`config.mk`:
```
export PLATFORM = sky130hd
export DESIGN_NAME = pipeline_4array_ctrl_flat
export DESIGN_NICKNAME = d
export VERILOG_FILES = /design/src/rtl/pipeline_pkg.sv /design/src/rtl/pipeline_4array_ctrl_if.sv /design/src/rtl/tile_addr_gen.sv /design/src/rtl/pipeline_4array_ctrl.sv /design/src/flat_wrapper.sv
export SDC_FILE = /design/constraint.sdc
export NUM_CORES = 1
export LEC_CHECK = 0
export CORE_MARGIN = 2
export CORE_UTILIZATION = 42
export CTS_CLUSTER_DIAMETER = 150
export DETAILED_ROUTE_END_ITERATION = 12
export GPL_TIMING_DRIVEN = 0
export PLACE_DENSITY = 0.7
export SYNTH_ARGS = -nofsm -noshare
export SYNTH_HDL_FRONTEND = slang
export SYNTH_SLANG_ARGS = --single-unit
```
`constraint.sdc`:
```
create_clock -name clk -period 2.9 [get_ports clk]
set_clock_uncertainty 0.15 [all_clocks]
set_input_delay 0.29 -clock clk [delete_from_list [all_inputs] [get_ports clk]]
set_output_delay 0.29 -clock clk [all_outputs]
set_load 0.1 [all_outputs]
```
`src/rtl/pipeline_pkg.sv`:
```
// Shared types for the tile-array pipeline controller: datapath mode encoding and
// controller FSM states.
package pipeline_pkg;

  typedef enum logic [1:0] {
    ModeMac     = 2'b00,
    ModeEwm     = 2'b01,
    ModeEwa     = 2'b10,
    ModeIllegal = 2'b11
  } mode_e;

  typedef enum logic [1:0] {
    StIdle,
    StIssue,
    StDrain,
    StDone
  } state_e;

endpackage

```
`src/rtl/pipeline_4array_ctrl_if.sv`:
```
// Command, operand, datapath and sink signals of the tile-array controller.
// The controller is the slave of this bundle; its environment is the master.
interface pipeline_4array_ctrl_if #(
  parameter int unsigned IDX_W = 8
);
  logic             cmd_valid;
  logic             cmd_ready;
  logic [1:0]       cmd_mode;
  logic [IDX_W-1:0] cmd_rows;
  logic [IDX_W-1:0] cmd_cols;
  logic             cmd_err;
  logic             opnd_valid;
  logic             opnd_pop;
  logic [IDX_W-1:0] tile_row;
  logic [IDX_W-1:0] tile_col;
  logic [1:0]       pe_mode;
  logic             pe_valid_in;
  logic             pe_valid_out;
  logic             res_pop;
  logic             job_busy;
  logic             job_done;

  modport slave (
    input  cmd_valid, cmd_mode, cmd_rows, cmd_cols, opnd_valid, pe_valid_out, res_pop,
    output cmd_ready, cmd_err, opnd_pop, tile_row, tile_col, pe_mode, pe_valid_in,
           job_busy, job_done
  );

  modport master (
    output cmd_valid, cmd_mode, cmd_rows, cmd_cols, opnd_valid, pe_valid_out, res_pop,
    input  cmd_ready, cmd_err, opnd_pop, tile_row, tile_col, pe_mode, pe_valid_in,
           job_busy, job_done
  );
endinterface

```
`src/rtl/tile_addr_gen.sv`:
```
// Row-major tile index walker: col advances per step and wraps into the next row.
// 'last' flags the final (rows-1, cols-1) position.
module tile_addr_gen #(
  parameter int unsigned IDX_W = 8
) (
  input  logic             clk,
  input  logic             rst,
  input  logic             clear,
  input  logic             step,
  input  logic [IDX_W-1:0] rows,
  input  logic [IDX_W-1:0] cols,
  output logic [IDX_W-1:0] row,
  output logic [IDX_W-1:0] col,
  output logic             last
);
  logic [IDX_W-1:0] row_q, col_q;
  logic             col_end;

  assign col_end = (col_q == cols - IDX_W'(1));
  assign last    = col_end && (row_q == rows - IDX_W'(1));
  assign row     = row_q;
  assign col     = col_q;

  always_ff @(posedge clk or posedge rst) begin
    if (rst) begin
      row_q <= '0;
      col_q <= '0;
    end else if (clear) begin
      row_q <= '0;
      col_q <= '0;
    end else if (step && !last) begin
      // Holds at the final tile so the indices stay meaningful while draining.
      if (col_end) begin
        col_q <= '0;
        row_q <= row_q + IDX_W'(1);
      end else begin
        col_q <= col_q + IDX_W'(1);
      end
    end
  end
endmodule

```
`src/rtl/pipeline_4array_ctrl.sv`:
```
// Job controller for a tiled processing array: walks tile indices, gates issue on
// in-flight and sink-credit limits, and signals completion by issue/return counting.
module pipeline_4array_ctrl
  import pipeline_pkg::*;
#(
  parameter int unsigned TILE_SIZE    = 4,
  parameter int unsigned MAX_INFLIGHT = 16,
  parameter int unsigned CREDITS      = 8,
  parameter int unsigned IDX_W        = 8
) (
  input logic                   clk,
  input logic                   rst,
  pipeline_4array_ctrl_if.slave bus
);
  localparam int unsigned InflightW = $clog2(MAX_INFLIGHT + 1);
  localparam int unsigned CreditW   = $clog2(CREDITS + 1);

  if (TILE_SIZE == 0 || IDX_W == 0) begin : g_param_check
    $error("pipeline_4array_ctrl: TILE_SIZE and IDX_W must be non-zero");
  end

  state_e               state_q, state_d;
  mode_e                mode_q;
  logic [IDX_W-1:0]     rows_q, cols_q;
  logic [InflightW-1:0] inflight_q, inflight_d;
  logic [CreditW-1:0]   credits_q, credits_d;
  logic                 cmd_err_q;
  logic                 accept, legal, issue, ret, pop, gen_clear, last;

  assign accept = (state_q == StIdle) && bus.cmd_valid;
  assign legal  = accept && (bus.cmd_mode != ModeIllegal);
  // Strobes that would under/overflow a counter are dropped.
  assign ret    = bus.pe_valid_out && (inflight_q != '0);
  assign pop    = bus.res_pop && (credits_q != CreditW'(CREDITS));

  always_comb begin
    state_d   = state_q;
    gen_clear = 1'b0;
    issue     = 1'b0;
    unique case (state_q)
      StIdle: begin
        if (legal) begin
          gen_clear = 1'b1;
          state_d   = (bus.cmd_rows == '0 || bus.cmd_cols == '0) ? StDone : StIssue;
        end
      end
      StIssue: begin
        issue = bus.opnd_valid && (inflight_q < InflightW'(MAX_INFLIGHT)) &&
                (credits_q != '0);
        if (issue && last) state_d = StDrain;
      end
      StDrain: begin
        if (inflight_q == '0 || (inflight_q == InflightW'(1) && bus.pe_valid_out)) begin
          state_d = StDone;
        end
      end
      StDone:  state_d = StIdle;
      default: state_d = StIdle;
    endcase
  end

  always_comb begin
    inflight_d = inflight_q;
    credits_d  = credits_q;
    if (issue && !ret) inflight_d = inflight_q + InflightW'(1);
    if (ret && !issue) inflight_d = inflight_q - InflightW'(1);
    if (pop && !issue) credits_d = credits_q + CreditW'(1);
    if (issue && !pop) credits_d = credits_q - CreditW'(1);
  end

  always_ff @(posedge clk or posedge rst) begin
    if (rst) begin
      state_q    <= StIdle;
      mode_q     <= ModeMac;
      rows_q     <= '0;
      cols_q     <= '0;
      inflight_q <= '0;
      credits_q  <= CreditW'(CREDITS);
      cmd_err_q  <= 1'b0;
    end else begin
      state_q    <= state_d;
      inflight_q <= inflight_d;
      credits_q  <= credits_d;
      cmd_err_q  <= accept && (bus.cmd_mode == ModeIllegal);
      if (legal) begin
        mode_q <= mode_e'(bus.cmd_mode);
        rows_q <= bus.cmd_rows;
        cols_q <= bus.cmd_cols;
      end
    end
  end

  tile_addr_gen #(
    .IDX_W (IDX_W)
  ) u_addr_gen (
    .clk   (clk),
    .rst   (rst),
    .clear (gen_clear),
    .step  (issue),
    .rows  (rows_q),
    .cols  (cols_q),
    .row   (bus.tile_row),
    .col   (bus.tile_col),
    .last  (last)
  );

  assign bus.cmd_ready   = (state_q == StIdle);
  assign bus.cmd_err     = cmd_err_q;
  assign bus.pe_valid_in = issue;
  assign bus.opnd_pop    = issue;
  assign bus.pe_mode     = mode_q;
  assign bus.job_busy    = (state_q == StIssue) || (state_q == StDrain);
  assign bus.job_done    = (state_q == StDone);
endmodule

```
`src/flat_wrapper.sv`:
```
// flat-port wrapper written by rule: the top's interface ports become plain ports
module pipeline_4array_ctrl_flat import pipeline_pkg::*;
#(
  parameter int unsigned TILE_SIZE    = 4,
  parameter int unsigned MAX_INFLIGHT = 16,
  parameter int unsigned CREDITS      = 8,
  parameter int unsigned IDX_W        = 8
)
  (clk, rst, bus_cmd_valid, bus_cmd_mode, bus_cmd_rows, bus_cmd_cols, bus_opnd_valid, bus_pe_valid_out, bus_res_pop, bus_cmd_ready, bus_cmd_err, bus_opnd_pop, bus_tile_row, bus_tile_col, bus_pe_mode, bus_pe_valid_in, bus_job_busy, bus_job_done);
  pipeline_4array_ctrl_if #(.IDX_W(IDX_W)) bus_i ();
  input logic clk;
  input logic rst;
  input wire logic [$bits(bus_i.cmd_valid)-1:0] bus_cmd_valid;
  input wire logic [$bits(bus_i.cmd_mode)-1:0] bus_cmd_mode;
  input wire logic [$bits(bus_i.cmd_rows)-1:0] bus_cmd_rows;
  input wire logic [$bits(bus_i.cmd_cols)-1:0] bus_cmd_cols;
  input wire logic [$bits(bus_i.opnd_valid)-1:0] bus_opnd_valid;
  input wire logic [$bits(bus_i.pe_valid_out)-1:0] bus_pe_valid_out;
  input wire logic [$bits(bus_i.res_pop)-1:0] bus_res_pop;
  output wire logic [$bits(bus_i.cmd_ready)-1:0] bus_cmd_ready;
  output wire logic [$bits(bus_i.cmd_err)-1:0] bus_cmd_err;
  output wire logic [$bits(bus_i.opnd_pop)-1:0] bus_opnd_pop;
  output wire logic [$bits(bus_i.tile_row)-1:0] bus_tile_row;
  output wire logic [$bits(bus_i.tile_col)-1:0] bus_tile_col;
  output wire logic [$bits(bus_i.pe_mode)-1:0] bus_pe_mode;
  output wire logic [$bits(bus_i.pe_valid_in)-1:0] bus_pe_valid_in;
  output wire logic [$bits(bus_i.job_busy)-1:0] bus_job_busy;
  output wire logic [$bits(bus_i.job_done)-1:0] bus_job_done;
  assign bus_i.cmd_valid = bus_cmd_valid;
  assign bus_i.cmd_mode = bus_cmd_mode;
  assign bus_i.cmd_rows = bus_cmd_rows;
  assign bus_i.cmd_cols = bus_cmd_cols;
  assign bus_i.opnd_valid = bus_opnd_valid;
  assign bus_i.pe_valid_out = bus_pe_valid_out;
  assign bus_i.res_pop = bus_res_pop;
  assign bus_cmd_ready = bus_i.cmd_ready;
  assign bus_cmd_err = bus_i.cmd_err;
  assign bus_opnd_pop = bus_i.opnd_pop;
  assign bus_tile_row = bus_i.tile_row;
  assign bus_tile_col = bus_i.tile_col;
  assign bus_pe_mode = bus_i.pe_mode;
  assign bus_pe_valid_in = bus_i.pe_valid_in;
  assign bus_job_busy = bus_i.job_busy;
  assign bus_job_done = bus_i.job_done;
  pipeline_4array_ctrl #(.TILE_SIZE(TILE_SIZE), .MAX_INFLIGHT(MAX_INFLIGHT), .CREDITS(CREDITS), .IDX_W(IDX_W)) u_core (.clk(clk), .rst(rst), .bus(bus_i));
endmodule
```
### Yosys cells after proc, flatten, opt, wreduce, memory -nomap -nowiden

Index checks and enable logic that the tools add are counted.

| storage, ports and cells | value |
|---|---|
| bits in registers | 46 |
| bits in latches | 0 |
| bits in writable memories | 0 |
| bits in read-only memories | 0 |
| input bits | 24 |
| output and inout port bits | 24 |
| logic and storage cells | 82 |
| memories kept | 0 |

| operators by class | value |
|---|---|
| add/sub/neg operators | 8 |
| multiply operators | 0 |
| divide/modulo/power cells | 0 |
| $lt $le $gt $ge | 1 |
| eq/ne operators | 12 |
| shifts and indexed selects | 0 |
| muxes and demuxes | 18 |
| bitwise gates (word level) | 0 |
| reductions and logical operators | 34 |

Operator list:

| cell | count |
|---|---|
| $mux W8 | 6 |
| $add A8 B1 Y8 const B | 2 |
| $eq A8 B8 Y1 | 2 |
| $logic_not A8 Y1 | 2 |
| $sub A8 B1 Y8 const B | 2 |
| $logic_and A1 B1 Y1 | 15 |
| $mux W5 | 2 |
| $mux W2 | 4 |
| $mux W4 | 2 |
| $pmux W2 S4 | 1 |
| $reduce_bool A2 Y1 | 4 |
| $eq A2 B2 Y1 const B | 3 |
| $ne A2 B1 Y1 const B | 3 |
| $add A5 B1 Y5 const B | 1 |
| $eq A5 B1 Y1 const B | 1 |
| $logic_not A5 Y1 | 1 |
| $lt A5 B5 Y1 const B | 1 |
| $reduce_bool A5 Y1 | 1 |
| $sub A5 B1 Y5 const B | 1 |
| $add A4 B1 Y4 const B | 1 |
| $logic_not A1 Y1 | 4 |
| $ne A4 B4 Y1 const B | 1 |
| $reduce_bool A4 Y1 | 1 |
| $sub A4 B1 Y4 const B | 1 |
| 7 further kinds | 11 |

### Longest topological paths before layout

Gate-level depths: netlist (run 1).

| depth | value |
|---|---|
| depth in word-level cells | 8 |
| mapped depth | 12 |
| gate-level depth less buffers | 11 |

### By module

From an unflattened synthesis (run 1), not the netlist that was laid out.

| unflattened totals | value |
|---|---|
| cells, all modules | 295 |
| area, all modules | 2959.1 um2 |

Modules (own cells, without submodules):

| module | times used | cells each | area an instance (um2) | seq. area each (um2) |
|---|---|---|---|---|
| pipeline_4array_ctrl | 1 | 131 | 1539.0 | 752.0 |
| tile_addr_gen | 1 | 164 | 1420.1 | 400.4 |

### Worst setup path after synthesis (run 1)

OpenSTA, ideal clock, no wires.

| path | value |
|---|---|
| path kind | register to register |
| start | register u_core.credits_q[3] |
| end | register u_core.credits_q[3] |
| setup time | 83 ps |
| data arrival time | 3121 ps |
| required time | 2667 ps |
| path slack | -454 ps |
| stages on the path, launching flop included | 13 |
| path buffers | 1 |
| clock period less this slack | 3354 ps |
| cell sequence | dfstp_2 > nor4_1 > nor3b_1 > nand2_1 > clkbuf_1 > inv_1 > ha_1 > ha_1 > a21o_1 > a21oi_1 > xnor2_1 > nor2_1 > xor2_1 |

| on the way | value |
|---|---|
| cells in the longest elaborated chain, start to end | 6 |

RTL lines:

| element | RTL line | text |
|---|---|---|
| start, declared | pipeline_4array_ctrl.sv:26 | `logic [CreditW-1:0] credits_q, credits_d;` |
| start signal, assigned | pipeline_4array_ctrl.sv:78 | `credits_q <= CreditW'(CREDITS);` |
| start signal, assigned | pipeline_4array_ctrl.sv:83 | `credits_q <= credits_d;` |
| $reduce_bool A4 Y1 * | pipeline_4array_ctrl.sv:49 | `(credits_q != '0);` |
| $logic_and A1 B1 Y1 * | pipeline_4array_ctrl.sv:48 | `issue = bus.opnd_valid && (inflight_q < InflightW'(MAX_INFLIGHT)) &&` |
| $mux W1 * | pipeline_4array_ctrl.sv:40 | `unique case (state_q)` |
| net bus_opnd_pop | flat_wrapper.sv:22 | `output wire logic [$bits(bus_i.opnd_pop)-1:0] bus_opnd_pop;` |
| $logic_not A1 Y1 | pipeline_4array_ctrl.sv:67 | `if (pop && !issue) credits_d = credits_q + CreditW'(1);` |
| $logic_and A1 B1 Y1 | pipeline_4array_ctrl.sv:67 |  |
| $reduce_bool A2 Y1 (no line) | n/a |  |

Mark *: on every way through the listed nets, which the timed path passes. The rest lies on a longest branch. The select of a mux whose other input is x is not followed.
A chain may end at the register's enable or synchronous reset.

### Worst setup path in the final report (run 1)

| path | value |
|---|---|
| start | register u_core.rows_q[0] |
| end | register u_core.state_q[0] |

| on the way | value |
|---|---|
| cells in the longest elaborated chain, start to end | 6 |

RTL lines:

| element | RTL line | text |
|---|---|---|
| start, declared | pipeline_4array_ctrl.sv:24 | `logic [IDX_W-1:0] rows_q, cols_q;` |
| start signal, assigned | pipeline_4array_ctrl.sv:87 | `rows_q <= bus.cmd_rows;` |
| $sub A8 B1 Y8 | tile_addr_gen.sv:20 | `assign last = col_end && (row_q == rows - IDX_W'(1));` |
| $eq A8 B8 Y1 | tile_addr_gen.sv:20 |  |
| $logic_and A1 B1 Y1 | tile_addr_gen.sv:20 |  |
| $logic_and A1 B1 Y1 | pipeline_4array_ctrl.sv:50 | `if (issue && last) state_d = StDrain;` |
| $ne A2 B1 Y1 (no line) | n/a |  |
| $reduce_and A3 Y1 (no line) | n/a |  |
| end signal, assigned | pipeline_4array_ctrl.sv:73 | `state_q <= StIdle;` |
| end signal, assigned | pipeline_4array_ctrl.sv:81 | `state_q <= state_d;` |
| end, declared | pipeline_4array_ctrl.sv:22 | `state_e state_q, state_d;` |

Every way passes these cells.

==> results of run 1 <==
[cell families (layout without fill, tap and decap cells)]
kind of cell,Yosys count,after routing,synth area share
AOI/OAI and AO/OA,54,54,0.120
muxes,3,3,0.0103
DFF,46,46,0.394
adders and majority gates,16,16,0.0710
buffers and inverters,27,95,0.0389
xor gates and xnor gates,28,28,0.0839
and+or+nand+nor,152,152,0.282
[where the power goes]
| part | leakage (uW) | switching (uW) | total (uW) | internal, uW |
|---|---|---|---|---|
| combinational | 0.00106 | 1300 | 2130 | 838 |
| clock | 0.0000395 | 212 | 383 | 172 |
| sequential | 0.000581 | 268 | 1140 | 868 |
[cell usage after synthesis (2+ instances only)]
cell type / count / area (um^2)
o21ai_0: 13 / 65.1
xnor2_1: 15 / 131
inv_1: 18 / 67.6
o211ai_1: 3 / 22.5
nand3_1: 14 / 70.1
or4_1: 5 / 37.5
o211a_1: 2 / 20.0
and2_1: 2 / 12.5
nand4_1: 2 / 12.5
nor3_1: 8 / 40.0
nor3b_1: 3 / 22.5
a21o_1: 3 / 22.5
a21boi_0: 2 / 15.0
nor4_1: 7 / 43.8
or4b_2: 3 / 30.0
xor2_1: 13 / 114
nand2_1: 57 / 214
mux2i_1: 3 / 30.0
nand2b_1: 4 / 25.0
or3_1: 3 / 18.8
clkbuf_1: 5 / 18.8
dfrtp_1: 45 / 1130
and3_1: 3 / 18.8
a21oi_1: 17 / 85.1
a31oi_1: 2 / 12.5
or2_2: 3 / 18.8
nor2_1: 19 / 71.3
o31ai_1: 4 / 30.0
nand3b_1: 4 / 30.0
or4_2: 4 / 35.0
nand4b_1: 2 / 17.5
ha_1: 15 / 188
[critical path, cell delays in order (launching register included)]
cell and delay [ns]:
dfrtp_1 0.39, or4_4 0.58, or4b_4 0.52, a21oi_4 0.18
nor4bb_4 0.08, nor4b_4 0.36, buf_6 0.17, a21boi_2 0.06
o32a_1 0.30
[cell type report]
| class | instances | share of cell area |
|---|---|---|
| repair buffers | 61 | 0.153 |
| inverters | 18 | 0.0184 |
| well taps | 80 | 0.0258 |
| clock buffers | 8 | 0.0207 |
| flip-flops and latches | 46 | 0.300 |
| multi-input cells | 253 | 0.468 |
| plain buffers | 8 | 0.0142 |
[path summary, 6_finish.rpt]
| kind | slack, ns | end | from |
|---|---|---|---|
| hold reg to reg | 0.36 | u_core.rows_q[7] | u_core.rows_q[7] |
| hold / removal | 0.12 | u_core.bus.pe_mode[0] | rst |
| max in group asynchronous | 1.97 | u_core.cols_q[2] | rst |
| setup reg to reg | 0.001 | u_core.state_q[0] | u_core.rows_q[0] |
| setup / recovery | 0.001 | u_core.state_q[0] | u_core.rows_q[0] |
| min in group clk | 0.36 | u_core.rows_q[7] | u_core.rows_q[7] |
[routing by layer]
| layer | vias to the layer above | share of wire | GRT usage |
|---|---|---|---|
| li1 | 1278 | - | - |
| met1 | 1259 | 0.47 | 0.235 |
| met2 | 38 | 0.50 | 0.326 |
| met3 | 7 | 0.019 | 0.0227 |
| met4 | 0 | 0.013 | 0.0573 |
| met5 | - | 0 | 0 |
[metrics by stage]
step / utilization / setup WS (ns) / hold WS, ns / TNS (ns) / instance area [um^2]
after floorplan: - / -0.0729 / 0.245 / -0.0735 / 2980
after global placement: 0.526 / -0.573 / 0.342 / -1.47 / 3550
after detailed placement: 0.529 / -0.627 / 0.340 / -1.94 / 3570
after CTS: 0.551 / 0.0119 / 0.130 / 0 / 3720
after global routing: 0.574 / -0.109 / 0.148 / -0.589 / 3870
final: 0.574 / 0.00138 / 0.122 / 0 / 3870
[sequential cells by signal (all words and copies together) (netlist names)]
register               count
u_core.bus.cmd_err         1
u_core.bus.pe_mode         2
u_core.cols_q              8
u_core.credits_q           4
u_core.inflight_q          5
u_core.rows_q              8
u_core.state_q             2
u_core.u_addr_gen.col      8
u_core.u_addr_gen.row      8
[repair_timing]
item                       4_1_cts  5_1_grt
gates cloned                     0        0
pin swaps                        2       15
resized for setup               18       29
setup endpoints to repair       12       18
setup buffers                    7        6
==> results_tabular.tex, run 1 <==
\begin{tabular}{lr}
\hline
Metric & Value \\
\hline
\multicolumn{2}{l}{\textbf{Layout}} \\
Total of fill cells in the finished design & around 610 \\
Post-layout instance count excluding filler cells & between 400 and 500 \\
Layout Area Growth over Synthesis & 32.5\% \\
Layout cell share with drive strength beyond 1 & 0.183 \\
Area occupied by registers & around 1200 um\^{}2 \\
Most common cell after layout, fill and taps aside & nand2\_1 \\
Area occupied by multi-input gates & between 1500 and 2000 um\^{}2 \\
Total Nets Final & about 430 \\
Number of antenna cells inserted & 0 \\
Highest-count cells in the layout ignoring fill and taps & nand2\_1 (56), clkdlybuf4s50\_1 (45), dfrtp\_1 (40), nor2\_1 (19), inv\_1 (16) \\
\multicolumn{2}{l}{\textbf{Die}} \\
Number of placed I/O pins & 48 \\
Effective utilization at floorplan & 0.433 \\
Placeable Area & 6760 um\^{}2 \\
Die Y & slightly below 90 um \\
Die Outline Area & around 7600 um\^{}2 \\
Horizontal die dimension & 87.4 um \\
Core Rows & 30 \\
\multicolumn{2}{l}{\textbf{Drt}} \\
Drt via density & about 5.4 \\
Number of detailed-routing iterations run before antenna repair & 4 \\
Final WL & about 7000 um \\
DRC errors left & 0 \\
Vias after detailed routing & approximately 2600 \\
Antenna-violating nets left & 0 \\
Average detailed-routed wire length per instance & between 10 and 15 um \\
DR iter-0 viols & 75 \\
\multicolumn{2}{l}{\textbf{Timing}} \\
RSZ-0062 raised after global routing & yes \\
Measured slew at the worst slew-check pin & 0.975 ns \\
Highest achievable clock rate & roughly 340 MHz \\
Minimum clock period & just under 3 ns \\
Fraction of the cycle the final worst path needs & 1.00 \\
Setup violators final & 0 \\
Remaining max-slew budget at the tightest pin & 0.348 \\
Max-slew violation count & 0 \\
Final hold violation count & 0 \\
\multicolumn{2}{l}{\textbf{Logic synthesis}} \\
Total standard cell area after synthesis & slightly below 3000 um\^{}2 \\
Dominant register cell in the synthesized netlist & dfrtp\_1 \\
Synth Register Bits & between 40 and 50 \\
Net count after synthesis & between 300 and 400 \\
Distinct cell type count after synthesis & between 50 and 60 \\
Sequential cell area fraction in the yosys report & 0.394 \\
Post-Syn Area per Cell & 8.97 um\^{}2 \\
Synth warnings & 0 \\
Post-Synthesis Cells & approximately 330 \\
Number of enable-type register cells in the synthesized netlist & 0 \\
Asr flop ratio synth & 1.00 \\
\multicolumn{2}{l}{\textbf{Power and ir drop}} \\
Leakage dissipation & 0.00168 uW \\
Maximum ir drop on the vdd rail & slightly below 0.0009 V \\
PnR Total Power & 3650 uW \\
Power per cell area & 943 nW/um\^{}2 \\
\multicolumn{2}{l}{\textbf{Clocking}} \\
Number of clock buffers inserted by TritonCTS & 5 \\
Cell at the root of the clock tree & clkbuf\_8 \\
Clock transition at path regs & $\sim$0.080 ns \\
Post-CTS Hold Buffers & 0 \\
Clock latency on the worst-skew pair & approximately 0.3 ns \\
Number of clock sinks seen by CTS & 46 \\
H-tree depth & 2 \\
CTS max path bufs & 2 \\
Clock tree from TritonCTS & done \\
\multicolumn{2}{l}{\textbf{Global routing}} \\
All-Layer GR Usage & 0.185 \\
Via count of the first global-routing pass & around 2500 \\
Number of antenna violations at the first check in global routing & 0 \\
GR Overflow Total & 0 \\
Pin count of the biggest net entering global routing & 33 \\
Wire length of the first global-routing pass & 11200 um \\
\multicolumn{2}{l}{\textbf{Outcome}} \\
Outcome & completed \\
\multicolumn{2}{l}{\textbf{Critical path}} \\
Critical path capture point type & flop \\
Number of cells traversed by the worst register-to-register path & 8 \\
Crit Path Category & flop to flop \\
Maximum fanout count along the critical path & 4 \\
Data arrival time of the critical path & $\sim$2.9 ns \\
Data required time of the worst path & around 2.9 ns \\
Critical path startpoint category & flop \\
\multicolumn{2}{l}{\textbf{Worst hold path}} \\
Min-Delay Path Class & input port to asynchronous set/reset pin \\
\multicolumn{2}{l}{\textbf{Placement}} \\
Detailed Place HPWL & about 5100 um \\
Gp weighted congestion & between 0.7 and 0.8 \\
IO buf count & 47 \\
Number of placed cells counting well taps & $\sim$450 \\
\multicolumn{2}{l}{\textbf{Job}} \\
Max-capacitance violation count & 0 \\
\hline
\end{tabular}
(Power assumes the default switching activity.)
==> run 2: changes to the inputs <==
--- a/config.mk
+++ b/config.mk
@@ -11,6 +11,7 @@
 export DETAILED_ROUTE_END_ITERATION = 12
 export GPL_TIMING_DRIVEN = 0
 export PLACE_DENSITY = 0.7
+export RECOVER_POWER = 100
 export SYNTH_ARGS = -nofsm -noshare
 export SYNTH_HDL_FRONTEND = slang
 export SYNTH_SLANG_ARGS = --single-unit
==> run 2 against run 1 <==
Against the previous run: flip-flop and latch count unchanged; via count shrank 0.23%; sequential power about the same; register-to-register slack is essentially flat.
==> results_tabular.tex, run 2 (same netlist as run 1, synthesis figures left out) <==
\begin{tabular}{lr}
\hline
Metric & Value \\
\hline
\multicolumn{2}{l}{\textbf{Timing}} \\
RSZ-0062 raised after global routing & yes \\
Measured slew at the worst slew-check pin & a little under 1 ns \\
Setup violators final & 0 \\
Highest achievable clock rate & around 340 MHz \\
Max-slew violation count & 0 \\
Minimum clock period & 2.90 ns \\
Remaining max-slew budget at the tightest pin & 0.348 \\
Fraction of the cycle the final worst path needs & 1.00 \\
Final hold violation count & 0 \\
\multicolumn{2}{l}{\textbf{Power and ir drop}} \\
Power per cell area & roughly 940 nW/um\^{}2 \\
Maximum ir drop on the vdd rail & 0.000872 V \\
Leakage dissipation & around 0.0017 uW \\
\multicolumn{2}{l}{\textbf{Clocking}} \\
Cell at the root of the clock tree & clkbuf\_8 \\
H-tree depth & 2 \\
Number of clock buffers inserted by TritonCTS & 5 \\
Clock tree from TritonCTS & done \\
Clock transition at path regs & $\sim$0.080 ns \\
Clock latency on the worst-skew pair & around 0.3 ns \\
Number of clock sinks seen by CTS & 46 \\
CTS max path bufs & 2 \\
\multicolumn{2}{l}{\textbf{Critical path}} \\
Critical path startpoint category & flop \\
Setup slack on the worst flop-to-flop path & just under 0.00007 ns \\
Launching point of the worst reg2reg path & u\_core.rows\_q[0] \\
Maximum fanout count along the critical path & 4 \\
Number of cells traversed by the worst register-to-register path & 8 \\
Critical path capture point type & flop \\
Capturing point of the worst reg2reg path & u\_core.state\_q[0] \\
Data required time of the worst path & 2.94 ns \\
Data arrival time of the critical path & a little under 3 ns \\
Crit Path Category & flop to flop \\
\multicolumn{2}{l}{\textbf{Placement}} \\
Number of placed cells counting well taps & about 450 \\
Gp weighted congestion & about 0.78 \\
Detailed Place HPWL & between 5000 and 6000 um \\
IO buf count & 47 \\
\multicolumn{2}{l}{\textbf{Global routing}} \\
Number of antenna violations at the first check in global routing & 0 \\
All-Layer GR Usage & 0.185 \\
Pin count of the biggest net entering global routing & 33 \\
Via count of the first global-routing pass & 2478 \\
GR Overflow Total & 0 \\
Wire length of the first global-routing pass & about 11000 um \\
\multicolumn{2}{l}{\textbf{Die}} \\
Horizontal die dimension & a little under 90 um \\
Die Outline Area & 7650 um\^{}2 \\
Die Y & just under 90 um \\
Number of placed I/O pins & 48 \\
Placeable Area & roughly 6800 um\^{}2 \\
Effective utilization at floorplan & 0.433 \\
Core Rows & 30 \\
\multicolumn{2}{l}{\textbf{Drt}} \\
DRC errors left & 0 \\
Drt via density & 5.43 \\
Average detailed-routed wire length per instance & 14.7 um \\
Final WL & around 7000 um \\
Vias after detailed routing & between 2000 and 3000 \\
Number of detailed-routing iterations run before antenna repair & 4 \\
DR iter-0 viols & between 70 and 80 \\
Antenna-violating nets left & 0 \\
\multicolumn{2}{l}{\textbf{Worst hold path}} \\
Min-Delay Path Class & input port to asynchronous set/reset pin \\
\multicolumn{2}{l}{\textbf{Layout}} \\
Layout cell share with drive strength beyond 1 & 0.180 \\
Most common cell after layout, fill and taps aside & nand2\_1 \\
Post-layout instance count excluding filler cells & roughly 470 \\
Fin util & 0.574 \\
Total Nets Final & 433 \\
Layout Area Growth over Synthesis & 32.5\% \\
Number of antenna cells inserted & 0 \\
Highest-count cells in the layout ignoring fill and taps & nand2\_1 (56), clkdlybuf4s50\_1 (44), dfrtp\_1 (40), nor2\_1 (19), inv\_1 (17) \\
\multicolumn{2}{l}{\textbf{Outcome}} \\
Outcome & completed \\
\multicolumn{2}{l}{\textbf{Job}} \\
Max-capacitance violation count & 0 \\
\hline
\end{tabular}
==> run 2: changes by cell type in the layout (fill, tap and decap cells not counted), sizes merged <==
cell	previous run	this run
clkdlybuf4s50	45	44
dlygate4sd3	0	1
==> run 2: how the worst max path moves through the flow <==
stage | start | endpoint | slack (ns) | cells past startpoint
after floorplan | u_core.credits_q[0] | u_core.credits_q[3] | -0.07 | 12
after global placement | bus_opnd_valid | bus_pe_valid_in | -0.57 | 7
after detailed placement | bus_opnd_valid | bus_pe_valid_in | -0.63 | 7
after CTS | u_core.cols_q[1] | u_core.u_addr_gen.col[3] | 0.01 | 8
after global routing | u_core.rows_q[0] | u_core.u_addr_gen.col[6] | -0.11 | 8
final | u_core.rows_q[0] | u_core.state_q[0] | 0.00007 | 8
==> run 2: layout make-up <==
type                            count  area (um^2)
Buffer                              8         55.1
Clock buffer                        8         80.1
Fill cell                         606         2880
Inverter                           18         71.3
Multi-Input combinational cell    253         1810
Sequential cell                    46         1160
Tap cell                           80          100
Timing Repair Buffer               61          594
==> run 2: worst max-delay path, stage by stage, from the launching register on <==
cell and delay, ns:
dfrtp_1 0.39, or4_4 0.58, or4b_4 0.52, a21oi_4 0.18, nor4bb_4 0.08, nor4b_4 0.36, buf_6 0.17, a21boi_2 0.06
o32a_1 0.30
==> run 2: metal layers <==
metal	global-route usage	part of all wire	vias to the layer above
li1	-	-	1277
met1	0.235	0.47	1255
met2	0.326	0.49	37
met3	0.0227	0.018	7
met4	0.0573	0.014	0
met5	0	0	-
==> run 2: repair_timing <==
action	CTS	global route
endpoints found under the setup margin	12	18
gates resized for setup	18	29
hold buffers	0	0
setup buffers	7	6
pin swaps	2	15
endpoints found under the hold margin	0	0
==> run 2: stage by stage <==
| stage | hold slack (ns) | power, uW | TNS [ns] | setup slack, ns | instance area (um^2) |
|---|---|---|---|---|---|
| detailed placement | 0.340 | 3100 | -1.94 | -0.627 | 3570 |
| CTS | 0.130 | 3550 | 0 | 0.0119 | 3720 |
| finish | 0.359 | 3650 | 0 | 0.0000675 | 3870 |
| global placement | 0.342 | 3030 | -1.47 | -0.573 | 3550 |
| global route | 0.383 | 3890 | -0.589 | -0.109 | 3870 |
| floorplan | 0.245 | 2640 | -0.0735 | -0.0729 | 2980 |
==> run 2: report_power, final <==
part           switching [uW]  leakage [uW]  total, uW  internal (uW)
Sequential                269      0.000581       1140            868
Clock                     211     0.0000395        383            172
Combinational            1300       0.00106       2130            837
Total                    1780       0.00168       3650           1880
==> run 3: changes to the inputs <==
--- a/config.mk
+++ b/config.mk
@@ -10,7 +10,7 @@
 export CTS_CLUSTER_DIAMETER = 150
 export DETAILED_ROUTE_END_ITERATION = 12
 export GPL_TIMING_DRIVEN = 0
-export PLACE_DENSITY = 0.7
+export PLACE_DENSITY = 0.67
 export RECOVER_POWER = 100
 export SYNTH_ARGS = -nofsm -noshare
 export SYNTH_HDL_FRONTEND = slang
==> constraint.sdc (replaced) <==
create_clock -name clk -period 3 [get_ports clk]
set_clock_uncertainty 0.15 [all_clocks]
set_input_delay 0.3 -clock clk [delete_from_list [all_inputs] [get_ports clk]]
set_output_delay 0.3 -clock clk [all_outputs]
set_load 0.1 [all_outputs]
==> run 3 against run 2 <==
Against the previous run: cell area decreased by 3.2%; non-clock buffer count decreased by 5; flip-flop and latch count unchanged; largest power group unchanged; global-route usage increased by 0.21 points; sequential power decreased by 4%; via count decreased by 0.89%; clock-buffer cell count decreased by 1; sequential share of layout area increased by 0.91 points; core utilization decreased by 1.8 points; wire length decreased by 2.8%.
==> results_tabular.tex, run 3 (same netlist as run 1, synthesis figures left out) <==
\begin{tabular}{lr}
\hline
Metric & Value \\
\hline
\multicolumn{2}{l}{\textbf{Timing}} \\
Setup violators final & 0 \\
Measured slew at the worst slew-check pin & 0.995 ns \\
Highest achievable clock rate & $\sim$340 MHz \\
Max-slew violation count & 0 \\
Fraction of the cycle the final worst path needs & 0.976 \\
Final hold violation count & 0 \\
Total negative setup slack & 0 ns \\
RSZ-0062 raised after global routing & no \\
Minimum clock period & slightly below 3 ns \\
Remaining max-slew budget at the tightest pin & 0.334 \\
Worst Hold Margin & between 0.3 and 0.4 ns \\
\multicolumn{2}{l}{\textbf{Die}} \\
Horizontal die dimension & just under 90 um \\
Number of placed I/O pins & 48 \\
Core Rows & 30 \\
Effective utilization at floorplan & 0.433 \\
Die Y & 87.4 um \\
Placeable Area & about 6800 um\^{}2 \\
Die Outline Area & 7650 um\^{}2 \\
\multicolumn{2}{l}{\textbf{Clocking}} \\
Number of clock buffers inserted by TritonCTS & 5 \\
Number of clock sinks seen by CTS & 46 \\
Post-CTS Hold Buffers & 0 \\
CTS max path bufs & 2 \\
Clock transition at path regs & roughly 0.090 ns \\
Cell at the root of the clock tree & clkbuf\_8 \\
Clock latency on the worst-skew pair & $\sim$0.30 ns \\
H-tree depth & 2 \\
Clock tree from TritonCTS & done \\
\multicolumn{2}{l}{\textbf{Drt}} \\
DR iter-0 viols & 133 \\
Antenna-violating nets left & 0 \\
DRC errors left & 0 \\
Vias after detailed routing & 2553 \\
Drt via density & between 5 and 6 \\
Average detailed-routed wire length per instance & between 10 and 15 um \\
Number of detailed-routing iterations run before antenna repair & 4 \\
Final WL & 6780 um \\
\multicolumn{2}{l}{\textbf{Power and ir drop}} \\
Maximum ir drop on the vdd rail & between 0.0006 and 0.0007 V \\
Leakage dissipation & $\sim$0.0017 uW \\
Power per cell area & between 900 and 1000 nW/um\^{}2 \\
\multicolumn{2}{l}{\textbf{Outcome}} \\
Outcome & completed \\
\multicolumn{2}{l}{\textbf{Global routing}} \\
All-Layer GR Usage & 0.187 \\
Number of antenna violations at the first check in global routing & 0 \\
GR Overflow Total & 0 \\
Wire length of the first global-routing pass & approximately 11000 um \\
Via count of the first global-routing pass & 2445 \\
Pin count of the biggest net entering global routing & 29 \\
\multicolumn{2}{l}{\textbf{Critical path}} \\
Data arrival time of the critical path & roughly 3 ns \\
Critical path startpoint category & flop \\
Maximum fanout count along the critical path & 4 \\
Number of cells traversed by the worst register-to-register path & 8 \\
Data required time of the worst path & between 3 and 4 ns \\
Crit Path Category & flop to flop \\
Critical path capture point type & flop \\
\multicolumn{2}{l}{\textbf{Layout}} \\
Number of antenna cells inserted & 0 \\
Total Nets Final & roughly 430 \\
Layout cell share with drive strength beyond 1 & 0.123 \\
Highest-count cells in the layout ignoring fill and taps & nand2\_1 (56), dfrtp\_1 (42), dlygate4sd3\_1 (23), clkdlybuf4s50\_1 (22), nor2\_1 (19) \\
Most common cell after layout, fill and taps aside & nand2\_1 \\
Layout Area Growth over Synthesis & 28.3\% \\
\multicolumn{2}{l}{\textbf{Placement}} \\
Detailed Place HPWL & around 5100 um \\
IO buf count & 47 \\
Gp weighted congestion & just under 0.8 \\
\multicolumn{2}{l}{\textbf{Job}} \\
Max-capacitance violation count & 0 \\
\multicolumn{2}{l}{\textbf{Worst hold path}} \\
Min-Delay Path Class & flop to flop \\
Instance count along the most critical hold path & 2 \\
\hline
\end{tabular}
[run 3: changes by cell type in the layout (fill, tap and decap cells not counted), moves of 2 or more]
cell / previous run / this run
buf_4: 15 / 6
a21oi_1: 11 / 16
nor3b_2: 3 / 1
nor3b_1: 0 / 2
dfrtp_1: 40 / 42
or4_4: 5 / 2
o21ai_2: 3 / 0
clkdlybuf4s50_1: 44 / 22
o21ai_0: 9 / 12
dfrtp_2: 4 / 2
or4_2: 2 / 4
a21oi_2: 5 / 1
dlygate4sd3_1: 1 / 23
clkbuf_2: 0 / 3
[run 3: what timing repair did]
item,in CTS,in global routing
gates resized for setup,10,10
gates cloned,0,0
setup endpoints to repair,4,15
pin swaps,0,4
buffers inserted,1,6
[run 3: critical path, stage by stage, from the launching register on]
cell	delay [ns]
dfrtp_1	0.41
or4_4	0.57
o21ai_1	0.23
a21oi_2	0.11
nor4bb_4	0.38
nor4b_4	0.10
clkbuf_2	0.15
or4_2	0.61
a21oi_1	0.15
[run 3: layout make-up]
class / count / area, um^2
Fill cell: 629 / 3000
Multi-Input combinational cell: 253 / 1710
Sequential cell: 46 / 1160
Timing Repair Buffer: 55 / 543
Tap cell: 80 / 100
Clock buffer: 7 / 76.3
Inverter: 18 / 71.3
Buffer: 9 / 60.1
Clock inverter: 1 / 30.0
[run 3: final timing paths]
| kind | from | endpoint | slack, ns |
|---|---|---|---|
| worst max-delay path | u_core.rows_q[0] | u_core.u_addr_gen.col[3] | 0.07 |
| worst max register to register | u_core.rows_q[0] | u_core.u_addr_gen.col[3] | 0.07 |
| max in group asynchronous | rst | u_core.u_addr_gen.col[5] | 1.61 |
| worst min register to register | u_core.bus.pe_mode[0] | u_core.bus.pe_mode[0] | 0.36 |
| worst min-delay path | u_core.bus.pe_mode[0] | u_core.bus.pe_mode[0] | 0.36 |
| min in group asynchronous | rst | u_core.u_addr_gen.col[7] | 0.45 |
[run 3: where the power goes]
| part | total [uW] | switching [uW] | internal, uW | leakage (uW) |
|---|---|---|---|---|
| clock network | 463 | 214 | 250 | 0.0000524 |
| logic | 1910 | 1190 | 725 | 0.00108 |
| registers | 1100 | 259 | 837 | 0.000583 |
[run 3: metrics by stage]
stage	cells	util	cell area [um^2]	power, uW	setup WS [ns]
after floorplan	326	-	2970	2550	0.0237
after global placement	453	0.524	3540	2930	-0.451
after detailed placement	454	0.527	3560	2990	-0.503
after CTS	463	0.543	3670	3460	-0.0695
after global routing	469	0.555	3750	3730	0.00342
final	469	0.555	3750	3470	0.0706
[run 3: per-layer routing]
| layer | GRT usage | vias to the layer above | wire [um] |
|---|---|---|---|
| met5 | 0 | - | 0 |
| met4 | 0.0503 | 0 | 80 |
| met3 | 0.0370 | 6 | 208 |
| met2 | 0.303 | 42 | 3280 |
| met1 | 0.255 | 1228 | 3210 |
| li1 | - | 1277 | - |
